[src/rtl/pipe_pkg.sv]
// rtl/pipe_pkg.sv - shared widths and decode-control types for the ID/EX pipeline register
// Purpose: default field widths, the packed decode-control struct and the bubble constant.
// Ports: none (package).
package pipe_pkg;

   localparam int DATA_W  = 32;
   localparam int RN_W    = 5;
   localparam int ALUC_W  = 5;
   localparam int DEPEN_W = 2;

   typedef struct packed {
      logic              wreg;
      logic              m2reg;
      logic              wmem;
      logic              aluimm;
      logic              shift;
      logic              jal;
      logic              j;
      logic              beq;
      logic              bne;
      logic [ALUC_W-1:0] aluc;
   } de_ctl_t;

   localparam de_ctl_t DE_BUBBLE = '0;

endpackage

[src/rtl/pipe_de_ctl_reg_if.sv]
// rtl/pipe_de_ctl_reg_if.sv - one pipeline-stage view of an instruction slot
// Purpose: bundles valid, decode control and data fields of one stage.
// Ports: master drives all fields, slave receives all fields.
interface pipe_de_ctl_reg_if #(
   parameter int DATA_W  = pipe_pkg::DATA_W,
   parameter int RN_W    = pipe_pkg::RN_W,
   parameter int DEPEN_W = pipe_pkg::DEPEN_W
);
   import pipe_pkg::*;

   logic               valid;
   de_ctl_t            ctl;
   logic [DATA_W-1:0]  a;
   logic [DATA_W-1:0]  b;
   logic [DATA_W-1:0]  imm;
   logic [DATA_W-1:0]  pc4;
   logic [RN_W-1:0]    rn;
   logic [DEPEN_W-1:0] adepen;
   logic [DEPEN_W-1:0] bdepen;

   modport master (output valid, ctl, a, b, imm, pc4, rn, adepen, bdepen);
   modport slave  (input  valid, ctl, a, b, imm, pc4, rn, adepen, bdepen);

endinterface

[src/rtl/pipe_sat_counter.sv]
// rtl/pipe_sat_counter.sv - saturating event counter
// Purpose: counts cycles with i_inc high, sticks at all-ones, cleared by i_clr.
// Ports: i_clk clock, i_clr sync active-high clear, i_inc count enable,
//        o_count current count.
module pipe_sat_counter #(
   parameter int CNT_W = 16
) (
   input  logic             i_clk,
   input  logic             i_clr,
   input  logic             i_inc,
   output logic [CNT_W-1:0] o_count
);
   import pipe_pkg::*;

   logic [CNT_W-1:0] r_count;

   always_ff @(posedge i_clk) begin
      if (i_clr) begin
         r_count <= '0;
      end else if (i_inc && (r_count != {CNT_W{1'b1}})) begin
         r_count <= r_count + CNT_W'(1);
      end
   end

   assign o_count = r_count;

endmodule

[src/rtl/pipe_de_ctl_reg.sv]
// rtl/pipe_de_ctl_reg.sv - decode->execute pipeline register with stall, flush and event counters
// Purpose: registers the decode slot into the execute slot; holds on stall, loads a
//          bubble on flush, and counts stall cycles and inserted bubbles.
// Ports: i_clk clock, i_clr sync active-high reset, i_stall hold, i_flush bubble,
//        i_d decode-side slot (slave), o_e execute-side slot (master),
//        o_stall_cnt / o_bubble_cnt saturating event counts.
module pipe_de_ctl_reg #(
   parameter int DATA_W  = pipe_pkg::DATA_W,
   parameter int RN_W    = pipe_pkg::RN_W,
   parameter int DEPEN_W = pipe_pkg::DEPEN_W,
   parameter int CNT_W   = 16
) (
   input  logic              i_clk,
   input  logic              i_clr,
   input  logic              i_stall,
   input  logic              i_flush,
   pipe_de_ctl_reg_if.slave  i_d,
   pipe_de_ctl_reg_if.master o_e,
   output logic [CNT_W-1:0]  o_stall_cnt,
   output logic [CNT_W-1:0]  o_bubble_cnt
);
   import pipe_pkg::*;

   typedef struct packed {
      logic               valid;
      de_ctl_t            ctl;
      logic [DATA_W-1:0]  a;
      logic [DATA_W-1:0]  b;
      logic [DATA_W-1:0]  imm;
      logic [DATA_W-1:0]  pc4;
      logic [RN_W-1:0]    rn;
      logic [DEPEN_W-1:0] adepen;
      logic [DEPEN_W-1:0] bdepen;
   } pay_t;

   pay_t w_load;
   pay_t r_pay;

   // An invalid slot is loaded verbatim except for the bits that could commit
   // state or redirect the PC, so it can never have a side effect.
   always_comb begin
      w_load        = '{valid: i_d.valid, ctl: i_d.ctl, a: i_d.a, b: i_d.b,
                        imm: i_d.imm, pc4: i_d.pc4, rn: i_d.rn,
                        adepen: i_d.adepen, bdepen: i_d.bdepen};
      if (!i_d.valid) begin
         w_load.ctl.wreg = 1'b0;
         w_load.ctl.wmem = 1'b0;
         w_load.ctl.jal  = 1'b0;
         w_load.ctl.j    = 1'b0;
         w_load.ctl.beq  = 1'b0;
         w_load.ctl.bne  = 1'b0;
      end
   end

   // Priority: clear, then bubble (flush beats stall), then hold, then load.
   always_ff @(posedge i_clk) begin
      if (i_clr) begin
         r_pay <= '0;
      end else if (i_flush) begin
         r_pay     <= '0;
         r_pay.ctl <= DE_BUBBLE;
      end else if (!i_stall) begin
         r_pay <= w_load;
      end
   end

   assign o_e.valid  = r_pay.valid;
   assign o_e.ctl    = r_pay.ctl;
   assign o_e.a      = r_pay.a;
   assign o_e.b      = r_pay.b;
   assign o_e.imm    = r_pay.imm;
   assign o_e.pc4    = r_pay.pc4;
   assign o_e.rn     = r_pay.rn;
   assign o_e.adepen = r_pay.adepen;
   assign o_e.bdepen = r_pay.bdepen;

   pipe_sat_counter #(.CNT_W(CNT_W)) u_stall_cnt (
      .i_clk   (i_clk),
      .i_clr   (i_clr),
      .i_inc   (i_stall),
      .o_count (o_stall_cnt)
   );

   pipe_sat_counter #(.CNT_W(CNT_W)) u_bubble_cnt (
      .i_clk   (i_clk),
      .i_clr   (i_clr),
      .i_inc   (i_flush),
      .o_count (o_bubble_cnt)
   );

endmodule

[src/flat_wrapper.sv]
// flat-port wrapper written by rule: the top's interface ports become plain ports
module pipe_de_ctl_reg_flat import pipe_pkg::*;
#(
   parameter int DATA_W  = pipe_pkg::DATA_W,
   parameter int RN_W    = pipe_pkg::RN_W,
   parameter int DEPEN_W = pipe_pkg::DEPEN_W,
   parameter int CNT_W   = 16
)
  (i_clk, i_clr, i_stall, i_flush, o_stall_cnt, o_bubble_cnt, i_d_valid, i_d_ctl, i_d_a, i_d_b, i_d_imm, i_d_pc4, i_d_rn, i_d_adepen, i_d_bdepen, o_e_valid, o_e_ctl, o_e_a, o_e_b, o_e_imm, o_e_pc4, o_e_rn, o_e_adepen, o_e_bdepen);
  pipe_de_ctl_reg_if #(.DATA_W(DATA_W), .RN_W(RN_W), .DEPEN_W(DEPEN_W)) i_d_i ();
  pipe_de_ctl_reg_if #(.DATA_W(DATA_W), .RN_W(RN_W), .DEPEN_W(DEPEN_W)) o_e_i ();
  input  logic i_clk;
  input  logic i_clr;
  input  logic i_stall;
  input  logic i_flush;
  output logic [CNT_W-1:0] o_stall_cnt;
  output logic [CNT_W-1:0] o_bubble_cnt;
  input wire logic [$bits(i_d_i.valid)-1:0] i_d_valid;
  input wire logic [$bits(i_d_i.ctl)-1:0] i_d_ctl;
  input wire logic [$bits(i_d_i.a)-1:0] i_d_a;
  input wire logic [$bits(i_d_i.b)-1:0] i_d_b;
  input wire logic [$bits(i_d_i.imm)-1:0] i_d_imm;
  input wire logic [$bits(i_d_i.pc4)-1:0] i_d_pc4;
  input wire logic [$bits(i_d_i.rn)-1:0] i_d_rn;
  input wire logic [$bits(i_d_i.adepen)-1:0] i_d_adepen;
  input wire logic [$bits(i_d_i.bdepen)-1:0] i_d_bdepen;
  output wire logic [$bits(o_e_i.valid)-1:0] o_e_valid;
  output wire logic [$bits(o_e_i.ctl)-1:0] o_e_ctl;
  output wire logic [$bits(o_e_i.a)-1:0] o_e_a;
  output wire logic [$bits(o_e_i.b)-1:0] o_e_b;
  output wire logic [$bits(o_e_i.imm)-1:0] o_e_imm;
  output wire logic [$bits(o_e_i.pc4)-1:0] o_e_pc4;
  output wire logic [$bits(o_e_i.rn)-1:0] o_e_rn;
  output wire logic [$bits(o_e_i.adepen)-1:0] o_e_adepen;
  output wire logic [$bits(o_e_i.bdepen)-1:0] o_e_bdepen;
  assign i_d_i.valid = i_d_valid;
  assign i_d_i.ctl = i_d_ctl;
  assign i_d_i.a = i_d_a;
  assign i_d_i.b = i_d_b;
  assign i_d_i.imm = i_d_imm;
  assign i_d_i.pc4 = i_d_pc4;
  assign i_d_i.rn = i_d_rn;
  assign i_d_i.adepen = i_d_adepen;
  assign i_d_i.bdepen = i_d_bdepen;
  assign o_e_valid = o_e_i.valid;
  assign o_e_ctl = o_e_i.ctl;
  assign o_e_a = o_e_i.a;
  assign o_e_b = o_e_i.b;
  assign o_e_imm = o_e_i.imm;
  assign o_e_pc4 = o_e_i.pc4;
  assign o_e_rn = o_e_i.rn;
  assign o_e_adepen = o_e_i.adepen;
  assign o_e_bdepen = o_e_i.bdepen;
  pipe_de_ctl_reg #(.DATA_W(DATA_W), .RN_W(RN_W), .DEPEN_W(DEPEN_W), .CNT_W(CNT_W)) u_core (.i_clk(i_clk), .i_clr(i_clr), .i_stall(i_stall), .i_flush(i_flush), .i_d(i_d_i), .o_e(o_e_i), .o_stall_cnt(o_stall_cnt), .o_bubble_cnt(o_bubble_cnt));
endmodule
[config.mk]
export PLATFORM = sky130hd
export DESIGN_NAME = pipe_de_ctl_reg_flat
export DESIGN_NICKNAME = d
export VERILOG_FILES = /design/src/rtl/pipe_pkg.sv /design/src/rtl/pipe_de_ctl_reg_if.sv /design/src/rtl/pipe_sat_counter.sv /design/src/rtl/pipe_de_ctl_reg.sv /design/src/flat_wrapper.sv
export SDC_FILE = /design/constraint.sdc
export NUM_CORES = 1
export LEC_CHECK = 0
export ABC_AREA = 1
export CAP_MARGIN = 10
export CORE_ASPECT_RATIO = 0.9
export CORE_MARGIN = 5
export CORE_UTILIZATION = 42
export CTS_BUF_LIST = sky130_fd_sc_hd__clkbuf_4 sky130_fd_sc_hd__clkbuf_8
export DETAILED_ROUTE_END_ITERATION = 12
export PLACE_DENSITY = 0.92
export SETUP_SLACK_MARGIN = 0.4
export SLEW_MARGIN = 25
export SYNTH_ARGS = -nofsm -noshare
export SYNTH_HDL_FRONTEND = slang
export SYNTH_SLANG_ARGS = --single-unit
[constraint.sdc]
create_clock -name i_clk -period 1.6 [get_ports i_clk]
set_input_delay 0.24 -clock i_clk [delete_from_list [all_inputs] [get_ports i_clk]]
set_output_delay 0.24 -clock i_clk [all_outputs]
set_load 0.01 [all_outputs]
# After elaboration in Yosys (flattened, before gate mapping)
# Cells that the tools add are included.
# word_totals
reg_bits,184
latch_bits,0
ramBits,0
romBits,0
output_inout_bits,184
word_cells,30
n_memories,0
# op_classes
add_sub_neg,2
mul,0
n_div,0
n_lt_le_gt_ge,0
n_eq_ne,2
n_shift,0
muxes,3
bitwise,0
reduce_logical,3
# op_table
operator,count
$add A16 B1 Y16 const B,2
$ne A16 B16 Y1 const B,2
$mux W4,1
$logic_and A1 B1 Y1,2
$mux W1,2
$reduce_or A2 Y1,1

# Longest topological paths before layout
# Gate-level depths: netlist (run 1).
# logic_depth
word_depth,2
ltp_mapped,10
ltp_nobuf,10

# Hierarchy
# A second synthesis (run 1) with hierarchy kept.
# unflattened
cells_unflattened,958
area_unflattened_um2,7424.6
# modules_own_cells
mod,instances,cells_each,area_each_um2,seq_area_each_um2
pipe_de_ctl_reg,1,660,5565.3,3042.9
pipe_sat_counter,2,149,929.6,320.3

# Worst setup path before layout (run 1)
# Ideal clock, no wire load.
# synth_timing
path_kind,register -> register
start,reg u_core.u_stall_cnt.r_count[0] (netlist: u_core.u_stall_cnt.o_count[0])
end,reg u_core.u_stall_cnt.r_count[11] (netlist: u_core.u_stall_cnt.o_count[11])
setup_time_ps,115
t_arrival_ps,1321
t_required_ps,1485
path_slack_ps,164
path_stages_with_launch,9
n_path_buf,0
synth_period_minus_slack_ps,1436
path_cell_list,dfxtp_1 -> ha_1 -> inv_2 -> nor2_2 -> nand2_4 -> nor2_8 -> inv_2 -> a21oi_1 -> nor2_1
# synth_via
elab_chain_cells,2
elab_cells_between_ends,3
classes_between,1 x add/sub; 1 x eq/ne; 1 x reduce/logical
# synth_rtl
element,line,source
from (decl),pipe_sat_counter.sv:15,logic [CNT_W-1:0] r_count;
from (signal assigned),pipe_sat_counter.sv:21,r_count <= r_count + CNT_W'(1);
branches (longest 2 deep; another with $add A16 B1 Y16),-,
# Several ways; the timed one is not identified.
# A chain may end at the register's enable or synchronous reset.

# Final worst setup path (run 1)
# layout_timing
start,reg u_core.u_stall_cnt.r_count[0] (netlist: u_core.u_stall_cnt.o_count[0])
end,reg u_core.u_stall_cnt.r_count[0] (netlist: u_core.u_stall_cnt.o_count[0])
# The elaborated chain is that of the path after synthesis.

==> results of run 1 <==
==> critical path, stage by stage (launching register included) <==
cell	delay, ns
dfxtp_4	0.39
ha_4	0.14
inv_2	0.04
nor2_4	0.13
nand2_4	0.08
nor2_8	0.17
buf_12	0.13
nor2_4	0.04
nand2_1	0.07
nand2_1	0.06
nor2_1	0.13
==> power breakdown <==
part           internal, mW  leakage (nW)  total [mW]  switching, mW
logic                 0.704          3.31        1.25          0.550
clock network          1.76         0.224        3.46           1.69
registers              4.69          1.59        4.78         0.0938
==> layer usage <==
layer  track usage (%)  wire length [µm]  up-vias
li1                  -                 -     3802
met1              25.8              9490     3690
met2              42.3             13600      407
met3              8.32              2370       79
met4              9.67               998        0
met5                 0                 0        -
==> per-stage QoR <==
step           utilization [%]  setup slack (ns)  total power, mW  hold slack [ns]  std cells
2_1_floorplan                -             0.376             5.31            0.302        954
3_3_place_gp              66.0            0.0552             6.06            0.443       1460
3_5_place_dp              66.0            0.0238             6.09            0.445       1460
4_1_cts                   66.7             0.258             9.40            0.209       1524
5_1_grt                   74.1             0.131             9.85            0.224       1558
6_report                  74.1             0.150             9.49            0.228       1558
==> registers in the layout (all words and copies together) (netlist names) <==
register / count
u_core.u_bubble_cnt.o_count: 16
u_core.o_e.b: 32
u_core.o_e.ctl: 14
u_core.o_e.pc4: 32
u_core.o_e.a: 32
u_core.u_stall_cnt.o_count: 16
u_core.o_e.bdepen: 2
u_core.o_e.rn: 5
u_core.o_e.imm: 32
u_core.o_e.valid: 1
u_core.o_e.adepen: 2
==> cell type report <==
cell class                      count  share of cell area [%]
Timing Repair Buffer              418                    33.5
Sequential cell                   184                    33.0
Multi-Input combinational cell    690                    26.8
Tap cell                          207                    2.15
Clock buffer                       19                    2.07
Clock inverter                     13                    1.58
Inverter                           26                   0.853
Antenna cell                        1                  0.0208
==> cells by family (layout without fill, tap and decap cells) <==
logic type / count (synthesis) / in the layout / synth area share (%)
adder cells (fa/ha/maj): 2 / 2 / 0.358
flip-flops: 184 / 184 / 52.7
buffers and inverters: 80 / 476 / 4.91
AND/OR/NAND/NOR: 515 / 515 / 29.6
other: 0 / 1 / 0
AO/OA/AOI/OAI: 173 / 173 / 12.4
==> layout by cell type, fill, tap and decap left out, types with 10 or more instances in the layout <==
cell type	synthesis	layout
clkdlybuf4s50_1	0	154
nor2_1	73	53
nand2_2	2	10
dfxtp_2	0	156
inv_1	24	19
nand2_1	388	378
nor2_4	2	14
dfxtp_4	0	26
a21oi_2	0	10
nand3_1	31	24
a21oi_1	170	160
clkbuf_8	0	17
buf_4	2	71
buf_2	28	48
nor2_2	11	19
buf_6	0	136
==> how the worst min path moves through the flow <==
stage / from / slack [ns] / depth (start not counted) / endpoint
global route: i_stall / 0.22 / 4 / u_core.o_e.valid
finish: i_stall / 0.23 / 4 / u_core.o_e.valid
detailed placement: u_core.o_e.ctl[11] / 0.45 / 2 / u_core.o_e.ctl[11]
floorplan: i_clr / 0.30 / 1 / u_core.u_bubble_cnt.o_count[12]
CTS: i_stall / 0.21 / 4 / u_core.o_e.valid
global placement: u_core.o_e.ctl[11] / 0.44 / 2 / u_core.o_e.ctl[11]
==> timing repair <==
item,in CTS,in global routing
buffers inserted,32,31
pin swaps,1,19
resized for setup,873,264
endpoints found under the setup margin,215,183
gates cloned,0,2
==> impl_metrics.py, run 1 <==
metrics = {
    "finish": {
        "fillCellCount": 1078,
        "drive_gt1_share_pct": 41.1,
        "syn_to_final_growth_pct": 72.2,
        "fin_nets": 1495,
        "multi_input_area_um2": 3230,
        "fin_area_um2": 12000,
        "regArea_um2": 3980,
    },
    "worst_setup_path": {
        "critPathArrivalTime_ns": 1.81,
        "worst-path-max-fanout": 5,
        "r2r_slack_ns": 0.15,
        "cp_data_required_time_ns": 1.96,
        "crit_start": "u_core.u_stall_cnt.o_count[0]",
        "rr_startpoint": "u_core.u_stall_cnt.o_count[0]",
        "crit_path_end": "u_core.u_stall_cnt.o_count[0]",
        "timing.rr.end": "u_core.u_stall_cnt.o_count[0]",
        "start_kind": "register",
        "reg2reg_depth": 10,
        "critical_path_class": "reg -> reg",
        "worst_setup_path_end_kind": "register",
    },
    "synth": {
        "ys_types": 21,
        "synthCells": 954,
        "synth_area_per_cell_um2": 7.33,
        "yosysWarnings": 0,
        "synth-seq-cells": 184,
        "synth_top_cell_area_share_pct": 52.7,
        "synth_edf_count": 0,
        "syn_area_um2": 6990,
        "yosysMostFrequentCell": "nand2_1",
        "syn_nets": 1112,
        "synthArstFlopShare_pct": 0,
        "synth_area_leaders": "dfxtp_1 53%, nand2_1 21%, a21oi_1 12%",
        "synthTopCellsByCount": "388 x nand2_1, 184 x dfxtp_1, 170 x a21oi_1, 73 x nor2_1, 31 x nand3_1",
        "yosys_most_used_dff": "dfxtp_1",
        "ys_seq_area_share_pct": 52.7,
        "synth_area_leader_cell": "dfxtp_1",
    },
    "detailed_routing": {
        "wire_per_inst_um": 17.0,
        "firstDrtPassIters": 5,
        "drt_iter0_drc": 444,
        "vias_per_cell": 5.12,
        "num_vias": 7978,
        "drc": 0,
        "drt_wl_total_um": 26400,
        "antenna_left": 0,
    },
    "floorplanning": {
        "dieArea_um2": 19300,
        "fp.dieW_um": 146,
        "initial_core_util_pct": 43.0,
        "rows": 44,
        "ios": 340,
        "die_h_um": 132,
        "core_area_um2": 16200,
    },
    "timing": {
        "maxClockFrequency_mhz": 690,
        "worst_pin_slew_ns": 0.344,
        "min_period_ns": 1.45,
        "setup_viol": 0,
        "max_slew_margin_pct": 77.0,
        "drv_slew": 0,
        "tns_ns": 0,
        "rsz0062_at_grt": "true",
        "period_share_pct": 90.6,
        "hold_viol": 0,
        "skew_ns": 0.0133,
    },
    "placed_design": {
        "dp_hpwl_um": 17200,
        "port_buffers": 339,
        "place_congestion": 0.881,
        "place_area_um2": 10700,
    },
    "clock_tree": {
        "cts_hold_buffers": 0,
        "cts-root-buf": "clkbuf_8",
        "numCtsBuffers": 17,
        "cts_tree": "done",
        "clock_sinks": 184,
        "h-tree-depth": 4,
        "cts_buffer_depth": 2,
        "path_clk_slew_ns": 0.10,
        "insertion_delay_ns": 0.44,
    },
    "global_route": {
        "antenna_found_initial": 1,
        "grt_use_total_pct": 23.7,
        "grt_max_degree": 77,
        "grt_pass1_vias": 7235,
        "grt_overflow_total": 0,
        "grt_pass1_wl_um": 37600,
    },
    "flow_run": {
        "max_cap_violations": 0,
    },
    "power": {
        "p_leak_nw": 5.12,
        "powerDensity_nw_per_um2": 789,
        "irDropWorstVdd_mv": 0.732,
    },
    "outcome": {
        "outcome": "complete, no violations",
    },
    "min_path": {
        "hold_class": "in -> reg",
    },
}
(Power assumes the default switching activity.)
==> run 2: changes to the inputs <==
--- a/config.mk
+++ b/config.mk
@@ -14,6 +14,7 @@
 export DETAILED_ROUTE_END_ITERATION = 12
 export PLACE_DENSITY = 0.92
 export SETUP_SLACK_MARGIN = 0.4
+export SKIP_CTS_REPAIR_TIMING = 1
 export SLEW_MARGIN = 25
 export SYNTH_ARGS = -nofsm -noshare
 export SYNTH_HDL_FRONTEND = slang
==> impl_metrics.py, run 2 (synthesis gave the netlist of run 1 again) <==
metrics = {
    "outcome": {
        "outcome": "complete, no violations",
    },
    "power": {
        "total_power_mw": 9.46,
        "p_sw_share_pct": 24.6,
        "powerDensity_nw_per_um2": 819,
        "irDropWorstVdd_mv": 0.735,
        "p_int_mw": 7.13,
        "p_seq_share_pct": 50.5,
        "p_switching_mw": 2.32,
        "p_clk_share_pct": 36.5,
        "p_leak_nw": 4.89,
        "p_comb_share_pct": 12.9,
    },
    "worst_setup_path": {
        "start_kind": "register",
        "worst-path-max-fanout": 8,
        "cp_data_required_time_ns": 1.97,
        "critical_path_class": "reg -> reg",
        "worst_setup_path_end_kind": "register",
        "critPathArrivalTime_ns": 1.73,
    },
    "finish": {
        "final_cell_mix": "380 x nand2_1, 168 x a21oi_1, 154 x clkdlybuf4s50_1",
        "fin_area_um2": 11500,
        "syn_to_final_growth_pct": 65.1,
        "drive_gt1_share_pct": 36.8,
        "final_util_pct": 71.0,
        "fin_nets": 1462,
        "final_common_cell": "nand2_1",
        "instances_no_fill": 1525,
    },
    "timing": {
        "rsz0062_at_grt": "true",
        "max_slew_margin_pct": 77.8,
        "tns_ns": 0,
        "setup_viol": 0,
        "worst_pin_slew_ns": 0.334,
        "period_share_pct": 84.8,
        "timing.final.ws_setup_ns": 0.243,
        "holdWs_ns": 0.240,
        "hold_viol": 0,
        "min_period_ns": 1.36,
        "drv_slew": 0,
        "skew_ns": 0.0166,
        "maxClockFrequency_mhz": 737,
    },
    "floorplanning": {
        "fp.dieW_um": 146,
        "core_area_um2": 16200,
        "rows": 44,
        "die_h_um": 132,
        "dieArea_um2": 19300,
        "initial_core_util_pct": 43.0,
        "ios": 340,
    },
    "placed_design": {
        "dp_hpwl_um": 17200,
        "place_congestion": 0.881,
        "port_buffers": 339,
        "place_area_um2": 10700,
        "pre_cts_slack_ns": 0.0238,
        "dpl.cell_count": 1460,
    },
    "detailed_routing": {
        "num_vias": 7629,
        "drt_iter0_drc": 358,
        "antenna_left": 0,
        "vias_per_cell": 5.00,
        "drt_wl_total_um": 24700,
        "drc": 0,
        "firstDrtPassIters": 5,
        "wire_per_inst_um": 16.2,
    },
    "clock_tree": {
        "clock_sinks": 184,
        "cts_tree": "done",
        "insertion_delay_ns": 0.44,
        "cts-root-buf": "clkbuf_8",
        "cts_buffer_depth": 2,
        "numCtsBuffers": 17,
        "path_clk_slew_ns": 0.10,
        "h-tree-depth": 4,
    },
    "global_route": {
        "grt_pass1_wl_um": 35800,
        "grt_use_total_pct": 22.6,
        "antenna_found_initial": 1,
        "grt_pass1_vias": 6908,
        "grt_max_degree": 77,
        "grt_overflow_total": 0,
    },
    "min_path": {
        "hold_class": "in -> reg",
    },
    "flow_run": {
        "max_cap_violations": 0,
    },
}
[run 2: cell types whose count changed in the layout (fill, tap and decap cells not counted), sizes merged]
cell,before,now
buf,264,195
dlymetal6s2s,0,2
clkbuf,19,53
[run 2: metal layers]
metal  up-vias  GRT usage, %  routed length, µm
met1      3528          25.1               9260
met3        56          8.28               2120
met4         0          8.73                736
met2       320          39.5              12600
met5         -             0                  0
li1       3725             -                  -
[run 2: power by group through the flow]
stage,clock network [mW],registers (mW),logic [mW]
2_1_floorplan,0,4.93,0.374
3_3_place_gp,0,4.87,1.19
3_5_place_dp,0,4.88,1.21
4_1_cts,3.51,4.77,1.22
5_1_grt,3.72,4.79,1.31
6_report,3.46,4.78,1.22
[run 2: cell type report]
cell class                 instances  area [µm²]
antenna                            1        2.50
clock buffer                      19         249
clock inverter                    13         190
fill                            1177        4700
inverter                          26         100
multi-input combinational        690        3090
sequential                       184        3980
tap                              207         259
timing repair buffer             385        3670
[run 2: worst max-delay path, stage by stage, from the launching register on]
cell	delay, ns
dfxtp_4	0.39
ha_4	0.14
inv_2	0.04
nor2_4	0.12
nand2_4	0.08
nor2_8	0.24
nor2_4	0.06
nand2_1	0.06
nand2_1	0.05
nor2_1	0.11
[run 2: path summary, 6_finish.rpt]
check / cells after the start / slack [ns] / start / end
max: 9 / 0.24 / u_core.u_stall_cnt.o_count[0] / u_core.u_stall_cnt.o_count[0]
min: 4 / 0.24 / i_stall / u_core.o_e.valid
max reg2reg: 9 / 0.24 / u_core.u_stall_cnt.o_count[0] / u_core.u_stall_cnt.o_count[0]
min reg2reg: 2 / 0.45 / u_core.o_e.ctl[11] / u_core.o_e.ctl[11]
==> run 3: changes to the inputs <==
==> constraint.sdc (replaced) <==
create_clock -name i_clk -period 1.4 [get_ports i_clk]
set_input_delay 0.21 -clock i_clk [delete_from_list [all_inputs] [get_ports i_clk]]
set_output_delay 0.21 -clock i_clk [all_outputs]
set_load 0.01 [all_outputs]
==> impl_metrics.py, run 3 (synthesis gave the netlist of run 1 again) <==
metrics = {
    "timing": {
        "rsz0062_at_grt": "true",
        "timing.final.ws_setup_ns": -0.0273,
        "hold_viol": 0,
        "worst_pin_slew_ns": 0.471,
        "skew_ns": 0.0169,
        "maxClockFrequency_mhz": 701,
        "period_share_pct": 102,
        "drv_slew": 0,
        "min_period_ns": 1.43,
        "setup_viol": 1,
        "max_slew_margin_pct": 68.6,
    },
    "placed_design": {
        "dp_hpwl_um": 17100,
        "place_congestion": 0.904,
        "place_area_um2": 10800,
        "port_buffers": 339,
    },
    "detailed_routing": {
        "vias_per_cell": 5.22,
        "drt_iter0_drc": 495,
        "antenna_left": 0,
        "drt_wl_total_um": 27500,
        "wire_per_inst_um": 17.8,
        "drc": 0,
        "num_vias": 8054,
        "firstDrtPassIters": 5,
    },
    "finish": {
        "n_antenna_cell": 0,
        "multi_input_area_um2": 3200,
        "syn_to_final_growth_pct": 74.6,
        "final_cell_mix": "379 x nand2_1, 179 x buf_6, 158 x a21oi_1",
        "fillCellCount": 969,
        "drive_gt1_share_pct": 39.6,
        "fin_area_um2": 12200,
        "final_common_cell": "nand2_1",
        "fin_nets": 1483,
        "regArea_um2": 3990,
    },
    "worst_setup_path": {
        "path_delay_family": "simple AND/OR/NAND/NOR gates",
        "cpPeakStageDelay_ns": 0.40,
        "path_depth": 8,
        "worst-path-max-fanout": 5,
        "critPathBufInv": 1,
        "crit_chain": "nand2_1, nor2_4, buf_4, nand3_1, nor2_1, nand3_1, nand2_1, nor2_1",
        "worst_setup_path_end_kind": "register",
        "reg2reg_depth": 8,
        "critPathArrivalTime_ns": 1.79,
        "critical_path_class": "reg -> reg",
        "crit_slowest_cell": "dfxtp_4",
        "start_kind": "register",
        "cp_data_required_time_ns": 1.76,
    },
    "clock_tree": {
        "clock_sinks": 184,
        "path_clk_slew_ns": 0.10,
        "cts_tree": "done",
        "cts_buffer_depth": 2,
        "numCtsBuffers": 17,
        "h-tree-depth": 4,
        "cts-root-buf": "clkbuf_8",
        "insertion_delay_ns": 0.46,
    },
    "power": {
        "total_power_mw": 11.0,
        "powerDensity_nw_per_um2": 898,
        "irDropWorstVdd_mv": 0.780,
        "p_leak_nw": 5.12,
    },
    "outcome": {
        "violations": "negative setup slack",
        "outcome": "finished with violations",
    },
    "floorplanning": {
        "ios": 340,
        "die_h_um": 132,
        "core_area_um2": 16200,
        "rows": 44,
        "fp.dieW_um": 146,
        "dieArea_um2": 19300,
        "initial_core_util_pct": 43.0,
    },
    "global_route": {
        "grt_pass1_wl_um": 35700,
        "grt_pass1_vias": 6955,
        "grt_use_total_pct": 22.6,
        "antenna_found_initial": 0,
        "grt_overflow_total": 0,
        "grt_max_degree": 109,
    },
    "flow_run": {
        "max_cap_violations": 0,
    },
    "min_path": {
        "hold_class": "in -> reg",
        "hold_depth": 4,
    },
}
-- run 3: worst paths after layout --
path | from | endpoint | slack [ns]
worst max-delay path | u_core.u_stall_cnt.o_count[6] | u_core.u_stall_cnt.o_count[14] | -0.03
worst min-delay path | i_stall | u_core.o_e.a[9] | 0.15
worst max register to register | u_core.u_stall_cnt.o_count[6] | u_core.u_stall_cnt.o_count[14] | -0.03
worst min register to register | u_core.o_e.ctl[11] | u_core.o_e.ctl[11] | 0.47
-- run 3: area by class of cell --
| cell class | instances | share of cell area [%] |
|---|---|---|
| Inverter | 26 | 0.820 |
| Clock buffer | 19 | 2.04 |
| Timing Repair Buffer | 405 | 34.5 |
| Sequential cell | 184 | 32.7 |
| Tap cell | 207 | 2.12 |
| Clock inverter | 12 | 1.54 |
| Multi-Input combinational cell | 691 | 26.3 |
-- run 3: metrics by stage --
step	hold WS (ns)	util [%]	setup TNS, ns	std cells	setup slack, ns
after floorplan	0.272	-	0	954	0.185
after global placement	0.444	66.5	-0.173	1465	-0.0678
after detailed placement	0.454	66.5	-0.802	1465	-0.127
after CTS	0.140	69.2	-36.22	1496	-0.272
after global routing	0.130	75.1	-0.698	1544	-0.104
final	0.154	75.1	-0.0273	1544	-0.0273
-- run 3: power by group --
part | total (mW) | internal, mW | switching, mW
sequential | 5.48 | 5.35 | 0.123
combinational | 1.49 | 0.848 | 0.641
clock | 3.99 | 2.01 | 1.98
-- run 3: worst min-delay path, cell delays in order --
cell     delay (ns)
buf_4          0.14
inv_4          0.08
nand2_1        0.06
a21oi_1        0.05
-- run 3: routing by layer --
layer	wire, µm	GRT usage [%]	vias to the layer above	part of all wire (%)
li1	-	-	3773	-
met1	9760	24.4	3782	36
met2	14200	39.2	430	52
met3	2660	9.90	69	9.7
met4	834	8.73	0	3.0
met5	0	0	-	0
